==> config.mk <==
export PLATFORM = sky130hd
export DESIGN_NAME = switch_sequence_reader_flat
export DESIGN_NICKNAME = d
export VERILOG_FILES = /design/src/rtl/switch_sequence_reader_if.sv /design/src/rtl/switch_sequence_reader.sv /design/src/flat_wrapper.sv
export SDC_FILE = /design/constraint.sdc
export NUM_CORES = 1
export LEC_CHECK = 0
export BUFFER_PORTS_ARGS = -buffer_cell sky130_fd_sc_hd__buf_2
export CORE_ASPECT_RATIO = 0.6
export CORE_MARGIN = 3
export CORE_UTILIZATION = 25
export CTS_BUF_LIST = sky130_fd_sc_hd__clkbuf_4
export DETAILED_ROUTE_END_ITERATION = 10
export SLEW_MARGIN = 20
export SYNTH_ARGS = -nofsm -noshare
export SYNTH_HDL_FRONTEND = slang
export SYNTH_SLANG_ARGS = --single-unit
==> constraint.sdc <==
create_clock -name i_clk -period 2.6 [get_ports i_clk]
set_input_delay 0.39 -clock i_clk [delete_from_list [all_inputs] [get_ports i_clk]]
set_output_delay 0.39 -clock i_clk [all_outputs]
set_load 0.02 [all_outputs]
==> src/rtl/switch_sequence_reader_if.sv <==
// Bus between the game state machine and the switch sequence reader:
// start/length/expected sequence in, press events and pass/fail status out.
interface switch_sequence_reader_if #(
  parameter int GAME_LIMIT = 7
);
  logic [3:0]              i_sw;
  logic                    i_start;
  logic [3:0]              i_len;
  logic [2*GAME_LIMIT-1:0] i_expected;
  logic                    o_busy;
  logic                    o_done;
  logic                    o_pass;
  logic                    o_fail;
  logic [3:0]              o_count;
  logic                    o_press_valid;
  logic [1:0]              o_press_idx;

  modport master (
    output i_sw, i_start, i_len, i_expected,
    input  o_busy, o_done, o_pass, o_fail, o_count, o_press_valid, o_press_idx
  );

  modport slave (
    input  i_sw, i_start, i_len, i_expected,
    output o_busy, o_done, o_pass, o_fail, o_count, o_press_valid, o_press_idx
  );
endinterface

==> src/rtl/switch_sequence_reader.sv <==
// Turns debounced switch levels into press events and checks them against the expected
// LED sequence. Define SEQ_READER_TIMEOUT_EN to build the inactivity timeout in ARMED.
module switch_sequence_reader #(
  parameter int GAME_LIMIT  = 7,
  parameter int CLK_PER_SEC = 50000000,
  parameter int TIMEOUT_SEC = 5
) (
  input logic                    i_clk,
  input logic                    i_rst,
  switch_sequence_reader_if.slave bus
);

  localparam logic [2:0] IDLE    = 3'd0;
  localparam logic [2:0] RELEASE = 3'd1;
  localparam logic [2:0] ARMED   = 3'd2;
  localparam logic [2:0] HOLD    = 3'd3;
  localparam logic [2:0] DONE    = 3'd4;

  logic [2:0]              state, state_d;
  logic [3:0]              sw_q, rise, len_q, count;
  logic [2*GAME_LIMIT-1:0] exp_q;
  logic [1:0]              rise_idx, exp_entry, press_idx_q;
  logic                    busy_q, done_q, pass_q, fail_q, press_valid_q;
  logic                    is_press, start_acc, count_inc, take_press;
  logic                    set_pass, set_fail, timed_out, enter_done;

  // A press is a single fresh rise with no other switch still held.
  assign rise       = bus.i_sw & ~sw_q;
  assign is_press   = $onehot(rise) && (bus.i_sw == rise);
  assign exp_entry  = 2'(exp_q >> {count, 1'b0});
  assign enter_done = (state_d == DONE) && (state != DONE);

  always_comb begin
    rise_idx = 2'd0;
    case (rise)
      4'b0010: rise_idx = 2'd1;
      4'b0100: rise_idx = 2'd2;
      4'b1000: rise_idx = 2'd3;
      default: rise_idx = 2'd0;
    endcase
  end

`ifdef SEQ_READER_TIMEOUT_EN
  localparam int TIMEOUT_LIMIT = CLK_PER_SEC * TIMEOUT_SEC;
  localparam int TMR_W         = $clog2(TIMEOUT_LIMIT + 1);

  logic [TMR_W-1:0] tmr;

  // Runs only while ARMED stays ARMED, so entering ARMED or accepting a press restarts it.
  always_ff @(posedge i_clk or posedge i_rst) begin
    if (i_rst)
      tmr <= '0;
    else if (state != ARMED || state_d != ARMED)
      tmr <= '0;
    else if (tmr != TMR_W'(TIMEOUT_LIMIT))
      tmr <= tmr + 1'b1;
  end

  assign timed_out = (tmr == TMR_W'(TIMEOUT_LIMIT));
`else
  localparam int unused_timeout_cfg = CLK_PER_SEC + TIMEOUT_SEC;
  assign timed_out = 1'b0;
`endif

  always_comb begin
    state_d    = state;
    start_acc  = 1'b0;
    count_inc  = 1'b0;
    take_press = 1'b0;
    set_pass   = 1'b0;
    set_fail   = 1'b0;
    case (state)
      IDLE: begin
        if (bus.i_start) begin
          start_acc = 1'b1;
          state_d   = RELEASE;
        end
      end
      RELEASE: begin
        if (bus.i_sw == 4'd0) begin
          if (len_q == 4'd0) begin
            set_pass = 1'b1;
            state_d  = DONE;
          end else begin
            state_d  = ARMED;
          end
        end
      end
      ARMED: begin
        if (rise != 4'd0) begin
          if (is_press) begin
            take_press = 1'b1;
            if (rise_idx == exp_entry) begin
              count_inc = 1'b1;
              state_d   = HOLD;
            end else begin
              set_fail  = 1'b1;
              state_d   = DONE;
            end
          end else begin
            set_fail = 1'b1;
            state_d  = DONE;
          end
        end else if (timed_out) begin
          set_fail = 1'b1;
          state_d  = DONE;
        end
      end
      HOLD: begin
        if (rise != 4'd0) begin
          set_fail = 1'b1;
          state_d  = DONE;
        end else if (bus.i_sw == 4'd0) begin
          if (count == len_q) begin
            set_pass = 1'b1;
            state_d  = DONE;
          end else begin
            state_d  = ARMED;
          end
        end
      end
      DONE:    state_d = IDLE;
      default: state_d = IDLE;
    endcase
  end

  // Pass/fail are sticky until the next accepted start so the game can read them late.
  always_ff @(posedge i_clk or posedge i_rst) begin
    if (i_rst) begin
      state         <= IDLE;
      sw_q          <= 4'd0;
      len_q         <= 4'd0;
      exp_q         <= '0;
      count         <= 4'd0;
      busy_q        <= 1'b0;
      done_q        <= 1'b0;
      pass_q        <= 1'b0;
      fail_q        <= 1'b0;
      press_valid_q <= 1'b0;
      press_idx_q   <= 2'd0;
    end else begin
      state         <= state_d;
      sw_q          <= bus.i_sw;
      done_q        <= enter_done;
      press_valid_q <= take_press;
      if (take_press)
        press_idx_q <= rise_idx;
      if (start_acc) begin
        len_q  <= (bus.i_len > 4'(GAME_LIMIT)) ? 4'(GAME_LIMIT) : bus.i_len;
        exp_q  <= bus.i_expected;
        count  <= 4'd0;
        pass_q <= 1'b0;
        fail_q <= 1'b0;
        busy_q <= 1'b1;
      end else if (enter_done) begin
        busy_q <= 1'b0;
      end
      if (count_inc && count != 4'(GAME_LIMIT))
        count <= count + 1'b1;
      if (set_pass)
        pass_q <= 1'b1;
      if (set_fail)
        fail_q <= 1'b1;
    end
  end

  assign bus.o_busy        = busy_q;
  assign bus.o_done        = done_q;
  assign bus.o_pass        = pass_q;
  assign bus.o_fail        = fail_q;
  assign bus.o_count       = count;
  assign bus.o_press_valid = press_valid_q;
  assign bus.o_press_idx   = press_idx_q;

endmodule
==> src/flat_wrapper.sv <==
// flat-port wrapper written by rule: the top's interface ports become plain ports
module switch_sequence_reader_flat 
#(
  parameter int GAME_LIMIT  = 7,
  parameter int CLK_PER_SEC = 50000000,
  parameter int TIMEOUT_SEC = 5
)
  (i_clk, i_rst, bus_i_sw, bus_i_start, bus_i_len, bus_i_expected, bus_o_busy, bus_o_done, bus_o_pass, bus_o_fail, bus_o_count, bus_o_press_valid, bus_o_press_idx);
  switch_sequence_reader_if #(.GAME_LIMIT(GAME_LIMIT)) bus_i ();
  input logic i_clk;
  input logic i_rst;
  input wire logic [$bits(bus_i.i_sw)-1:0] bus_i_sw;
  input wire logic [$bits(bus_i.i_start)-1:0] bus_i_start;
  input wire logic [$bits(bus_i.i_len)-1:0] bus_i_len;
  input wire logic [$bits(bus_i.i_expected)-1:0] bus_i_expected;
  output wire logic [$bits(bus_i.o_busy)-1:0] bus_o_busy;
  output wire logic [$bits(bus_i.o_done)-1:0] bus_o_done;
  output wire logic [$bits(bus_i.o_pass)-1:0] bus_o_pass;
  output wire logic [$bits(bus_i.o_fail)-1:0] bus_o_fail;
  output wire logic [$bits(bus_i.o_count)-1:0] bus_o_count;
  output wire logic [$bits(bus_i.o_press_valid)-1:0] bus_o_press_valid;
  output wire logic [$bits(bus_i.o_press_idx)-1:0] bus_o_press_idx;
  assign bus_i.i_sw = bus_i_sw;
  assign bus_i.i_start = bus_i_start;
  assign bus_i.i_len = bus_i_len;
  assign bus_i.i_expected = bus_i_expected;
  assign bus_o_busy = bus_i.o_busy;
  assign bus_o_done = bus_i.o_done;
  assign bus_o_pass = bus_i.o_pass;
  assign bus_o_fail = bus_i.o_fail;
  assign bus_o_count = bus_i.o_count;
  assign bus_o_press_valid = bus_i.o_press_valid;
  assign bus_o_press_idx = bus_i.o_press_idx;
  switch_sequence_reader #(.GAME_LIMIT(GAME_LIMIT), .CLK_PER_SEC(CLK_PER_SEC), .TIMEOUT_SEC(TIMEOUT_SEC)) u_core (.i_clk(i_clk), .i_rst(i_rst), .bus(bus_i));
endmodule
## Word-level counts from Yosys, hierarchy flattened

Cells that the tools add are included.

- Add/subtract/negate cells: 4
- $lt $le $gt $ge: 1
- Equality and inequality tests: 13
- Shifts and indexed selects: 1
- Muxes and demuxes: 39
- Bitwise logic cells: 2
- Reductions and logical operators: 11

Operator list:

| operator | number |
|---|---|
| $mux W3 | 9 |
| $mux W1 | 23 |
| $shr A14 B5 Y2 | 1 |
| $mux W4 | 3 |
| $pmux W3 S4 | 1 |
| $eq A4 B4 Y1 | 2 |
| $logic_not A4 Y1 | 2 |
| $reduce_bool A2 Y1 | 4 |
| $eq A3 B1 Y1 const B | 2 |
| $eq A3 B2 Y1 const B | 2 |
| $pmux W2 S3 | 1 |
| $add A1 B1 Y2 | 2 |
| $add A4 B1 Y4 const B | 1 |
| $and A4 B4 Y4 | 1 |
| $eq A4 B2 Y1 const B | 1 |
| $eq A4 B3 Y1 const B | 1 |
| $eq A4 B4 Y1 const B | 1 |
| $gt A4 B3 Y1 const B | 1 |
| $ne A4 B3 Y1 const B | 1 |
| $not A4 Y4 | 1 |
| $pmux W1 S2 | 2 |
| $reduce_bool A4 Y1 | 1 |
| $add A3 B3 Y3 | 1 |
| $eq A3 B3 Y1 const B | 1 |
| other kinds (4) | 6 |

- Flip-flop bits (word level): 36
- Input bits: 25
- Output and inout bits: 11
- Logic and storage cells: 82

## Longest topological paths before layout

- Depth after elaboration: 13
- Gate-level depth with buffers: 10
- Depth with buffers taken out: 10

## Worst setup path after synthesis

No wires, ideal clock.

- Path type: input port to flip-flop
- Start point: in bus_i_sw[2]
- End point: reg u_core.count[2], in the netlist u_core.bus.o_count[2]
- Setup time: 0.124 ns
- Data arrival time: 2.591 ns
- Required time: 2.476 ns
- Slack: -0.115 ns
- Stages on the path: 9
- Buffers on the path: 0
- Cell sequence: nor2b_1 xnor2_1 ha_1 fa_1 nor3b_1 nand3_1 nor3_2 a31oi_1 a211o_1

- Longest elaborated chain between the ends: 10
- Elaborated cells between the ends (all ways): 19
- Classes of those cells: add/sub: 2; eq/ne: 6; mux: 6; bitwise: 1; reduce/logical: 4

RTL lines:

| what | RTL line | source |
|---|---|---|
| start, declared | flat_wrapper.sv:12 | `input wire logic [$bits(bus_i.i_sw)-1:0] bus_i_sw;` |
| $and A4 B4 Y4 | switch_sequence_reader.sv:28 | `assign rise = bus.i_sw & ~sw_q;` |
| $add A1 B1 Y2 (implied by the code) (tied with other cells) | switch_sequence_reader.sv:29 | `assign is_press = $onehot(rise) && (bus.i_sw == rise);` |
| $add A3 B3 Y3 (implied by the code) or $pmux W2 S3 (tied branches) | switch_sequence_reader.sv:29, switch_sequence_reader.sv:35 |  |
| $eq A3 B1 Y1 or $eq A2 B2 Y1 (tied branches) | switch_sequence_reader.sv:29, switch_sequence_reader.sv:93 |  |
| $logic_and A1 B1 Y1 or $mux W1 (tied branches) | switch_sequence_reader.sv:29, switch_sequence_reader.sv:93 |  |
| $mux W1 | switch_sequence_reader.sv:91 | `if (is_press) begin` |
| $mux W1 (*) | switch_sequence_reader.sv:90 | `if (rise != 4'd0) begin` |
| $mux W1 (*) | switch_sequence_reader.sv:72 | `case (state)` |
| $logic_and A1 B1 Y1 (*) | switch_sequence_reader.sv:158 | `if (count_inc && count != 4'(GAME_LIMIT))` |
| $mux W4 or $reduce_bool A2 Y1 (tied branches) | - |  |
| end signal, assigned | switch_sequence_reader.sv:159 | `count <= count + 1'b1;` |
| end, declared | switch_sequence_reader.sv:20 | `logic [3:0] sw_q, rise, len_q, count;` |

Every way passes the cells marked *; elsewhere a longest branch is shown, timed or not.
A chain may end at the register's enable or synchronous reset.

## Worst setup path after layout

- Start point: reg u_core.sw_q[3]
- End point: reg u_core.count[1], in the netlist u_core.bus.o_count[1]

- Longest elaborated chain between the ends: 11
- Elaborated cells between the ends (all ways): 20
- Classes of those cells: add/sub: 2; eq/ne: 6; mux: 6; bitwise: 2; reduce/logical: 4

RTL lines:

| what | RTL line | source |
|---|---|---|
| start, declared | switch_sequence_reader.sv:20 |  |
| start signal, assigned | switch_sequence_reader.sv:143 | `sw_q <= bus.i_sw;` |
| $not A4 Y4 (*) | switch_sequence_reader.sv:28 |  |
| $and A4 B4 Y4 (*) | switch_sequence_reader.sv:28 |  |
| $add A1 B1 Y2 (implied by the code) (tied with other cells) | switch_sequence_reader.sv:29 |  |
| $add A3 B3 Y3 (implied by the code) or $pmux W2 S3 (tied branches) | switch_sequence_reader.sv:29, switch_sequence_reader.sv:35 |  |
| $eq A3 B1 Y1 or $eq A2 B2 Y1 (tied branches) | switch_sequence_reader.sv:29, switch_sequence_reader.sv:93 |  |
| $logic_and A1 B1 Y1 or $mux W1 (tied branches) | switch_sequence_reader.sv:29, switch_sequence_reader.sv:93 |  |
| $mux W1 | switch_sequence_reader.sv:91 |  |
| $mux W1 (*) | switch_sequence_reader.sv:90 |  |
| $mux W1 (*) | switch_sequence_reader.sv:72 |  |
| $logic_and A1 B1 Y1 (*) | switch_sequence_reader.sv:158 |  |
| $mux W4 or $reduce_bool A2 Y1 (tied branches) | - |  |

Marks and branches as above.

==> results_dict.tcl <==
set metrics [dict create \
    status "complete, but fails checks" \
    violations "negative setup slack" \
    critPathKind "reg2reg" \
    fin_tns_setup_ps -98.3 \
    die_h_um 73.5 \
    synthTopCellsByArea "dfrtp_1 48%, nand2_1 10%, ha_1 3.3%" \
    met1_usage 0.171 \
    chipWidth_um 118 \
    numCtsBuffers 5 \
    p_total_mw 1.67 \
    max-clock-path-buffers 2 \
    io_buffers 35 \
    antenna_found_initial 0 \
    layout_common_cells "53 x nand2_1, 36 x dfrtp_1, 35 x buf_2" \
    synth_edf_count 0 \
    avgRoutedWirePerCell_um 13.1 \
    drive_above_1_share 0.313 \
    finalMaxSlewViolations 0 \
    p_leak_nw 1.19 \
    startpoint_type "flop" \
    final_cell_area_sq_um 2430 \
    ff2ff_path_depth 10 \
    cts_tree "built" \
    synth_cell_types 43 \
    synth-seq-area-share 0.475 \
    final_core_util 0.347 \
    ctsRootBufferMaster "clkbuf_4" \
    place.gp.congestion 0.770 \
    powerDensity_nw_per_um2 688 \
    num_rows 23 \
    clock_latency_ps 350 \
    busiest_layer "met1" \
    die-area_sq_um 8700 \
    hold_violations 0 \
    end_kind "flop" \
    via_count 1519 \
    rr_endpoint "u_core.bus.o_count[1]" \
    fp.coreArea_sq_um 6990 \
    grt_pass1_wl_um 7760 \
    netlist_area_sq_um 1900 \
    clock_skew_ps 6.30 \
    hp-class "in2async" \
    cap_violations 0 \
    max_slew_margin 0.655 \
    place_area_sq_um 2270 \
    vias_per_cell 4.35 \
    grt_pass1_vias 1572 \
    fmax_mhz 380 \
    yosys.area.top_type_share 0.475 \
    use_met3 0.0308 \
    pin_count 36 \
    place_inst 337 \
    synthFlopType "dfrtp_1" \
    stdcell_count 349 \
    synthCells 197 \
    use_met2 0.155 \
    syn_nets 228 \
    r2r-start "u_core.sw_q[3]" \
    worstMarginPinSlew_ps 511 \
    drt_pre_antenna_iters 4 \
    clk_pin_slew_ps 110 \
    dr.first_iter.drc_count 65 \
    htreeDepth 2 \
    reg2reg_slack_ps -30 \
    hpwl_um 3320 \
    fin_nets 279 \
    synth_largest_area_cell "dfrtp_1" \
    cts.sinks 36 \
    area_growth_pct 28.2 \
    initial_core_util 0.271 \
    layout_setup_ws_ps -28.7 \
    final.period_utilization 1.01 \
    async_flop_share 1.00 \
    grt_max_degree 37 \
    crit_fanout 4 \
    nFillCells 729 \
    ir_drop_uv 357 \
    drc 0 \
    track_usage 0.113 \
    yosysWarnings 0 \
    antenna_cells 0 \
    rsz0062_at_grt "yes" \
    drt-total-wl_um 4560 \
    fin_crit_ps 2630 \
    avgSynthCellArea_sq_um 9.62 \
    postRouteAntennaNets 0 \
    layout_commonest_cell "nand2_1" \
    grt-ovfl-total 0 \
    cp.required_ps 2880 \
    ys_seq_elements 36 \
    setup_viol 4 \
    arrival_ps 2910 \
]
[per-layer routing]
| metal | vias up | wire length (um) |
|---|---|---|
| li1 | 781 | - |
| met1 | 697 | 2630 |
| met2 | 35 | 1670 |
| met3 | 6 | 203 |
| met4 | 0 | 48 |
| met5 | - | 0 |
[flip-flops by register name, indices dropped and copies added, names as in the netlist]
register                  flops
u_core.exp_q                 14
u_core.state                  3
u_core.bus.o_press_valid      1
u_core.bus.o_fail             1
u_core.bus.o_done             1
u_core.bus.o_busy             1
u_core.bus.o_count            4
u_core.sw_q                   4
u_core.len_q                  4
u_core.bus.o_pass             1
u_core.bus.o_press_idx        2
[power by group]
group | total (mW) | internal, mW | switching [mW]
registers | 0.804 | 0.702 | 0.103
clock network | 0.393 | 0.196 | 0.197
logic | 0.475 | 0.214 | 0.261
total | 1.67 | 1.11 | 0.561
[worst max-delay path, stage by stage, from the launching register on]
cell and delay, ps:
dfrtp_1 400, nand2b_1 170, xnor2_1 340, ha_4 200, fa_1 390, nor3b_2 220
nand3_1 140, nor3_4 230, buf_6 140, o211a_4 160, mux2i_1 170
[timing repair]
action / 4_1_cts / 5_1_grt
setup endpoints to repair: 3 / 7
hold buffers: 0 / 0
resized for setup: 2 / 8
pin swaps: 1 / 7
buffers inserted: 1 / 3
[metrics by stage]
| stage | worst slack (ps) | hold slack [ps] |
|---|---|---|
| after floorplan | 29.2 | 421 |
| after global placement | -64.5 | 451 |
| after detailed placement | -160 | 455 |
| after CTS | 7.14 | 134 |
| after global routing | -151 | 167 |
| final | -28.7 | 112 |
[cells by family after synthesis]
logic type,share of synthesized area
buffers and inverters,0.0396
AOI/OAI and AO/OA,0.107
xor gates and xnor gates,0.0231
and+or+nand+nor,0.247
DFF,0.475
adders and majority gates,0.0436
muxes,0.0647
[worst max path at each step]
| stage | startpoint | end | cells past startpoint |
|---|---|---|---|
| detailed placement | bus_i_sw[1] | u_core.bus.o_count[0] | 12 |
| CTS | u_core.sw_q[0] | u_core.bus.o_count[1] | 11 |
| global placement | bus_i_sw[1] | u_core.bus.o_count[0] | 12 |
| finish | u_core.sw_q[3] | u_core.bus.o_count[1] | 10 |
| global route | u_core.sw_q[3] | u_core.bus.o_count[1] | 10 |
| floorplan | u_core.sw_q[0] | u_core.bus.o_count[2] | 10 |
[final cells by class]
class                   instances  area, sq um  share of cell area
clock inverters                 3         37.5              0.0154
repair buffers                 54          322               0.132
inverters                       6         22.5             0.00927
well taps                     100          125              0.0515
multi-input cells             145          985               0.405
clock buffers                   5         37.5              0.0154
flip-flops and latches         36          901               0.371
[synthesized netlist by cell type, types with 5 or more instances]
cell,instances
nand3_1,5
nand2_1,53
nor2b_1,5
o21ai_0,5
dfrtp_1,36
nor2_1,13
clkbuf_1,8
ha_1,5
xnor2_1,5
inv_1,6
(Power assumes the default switching activity.)
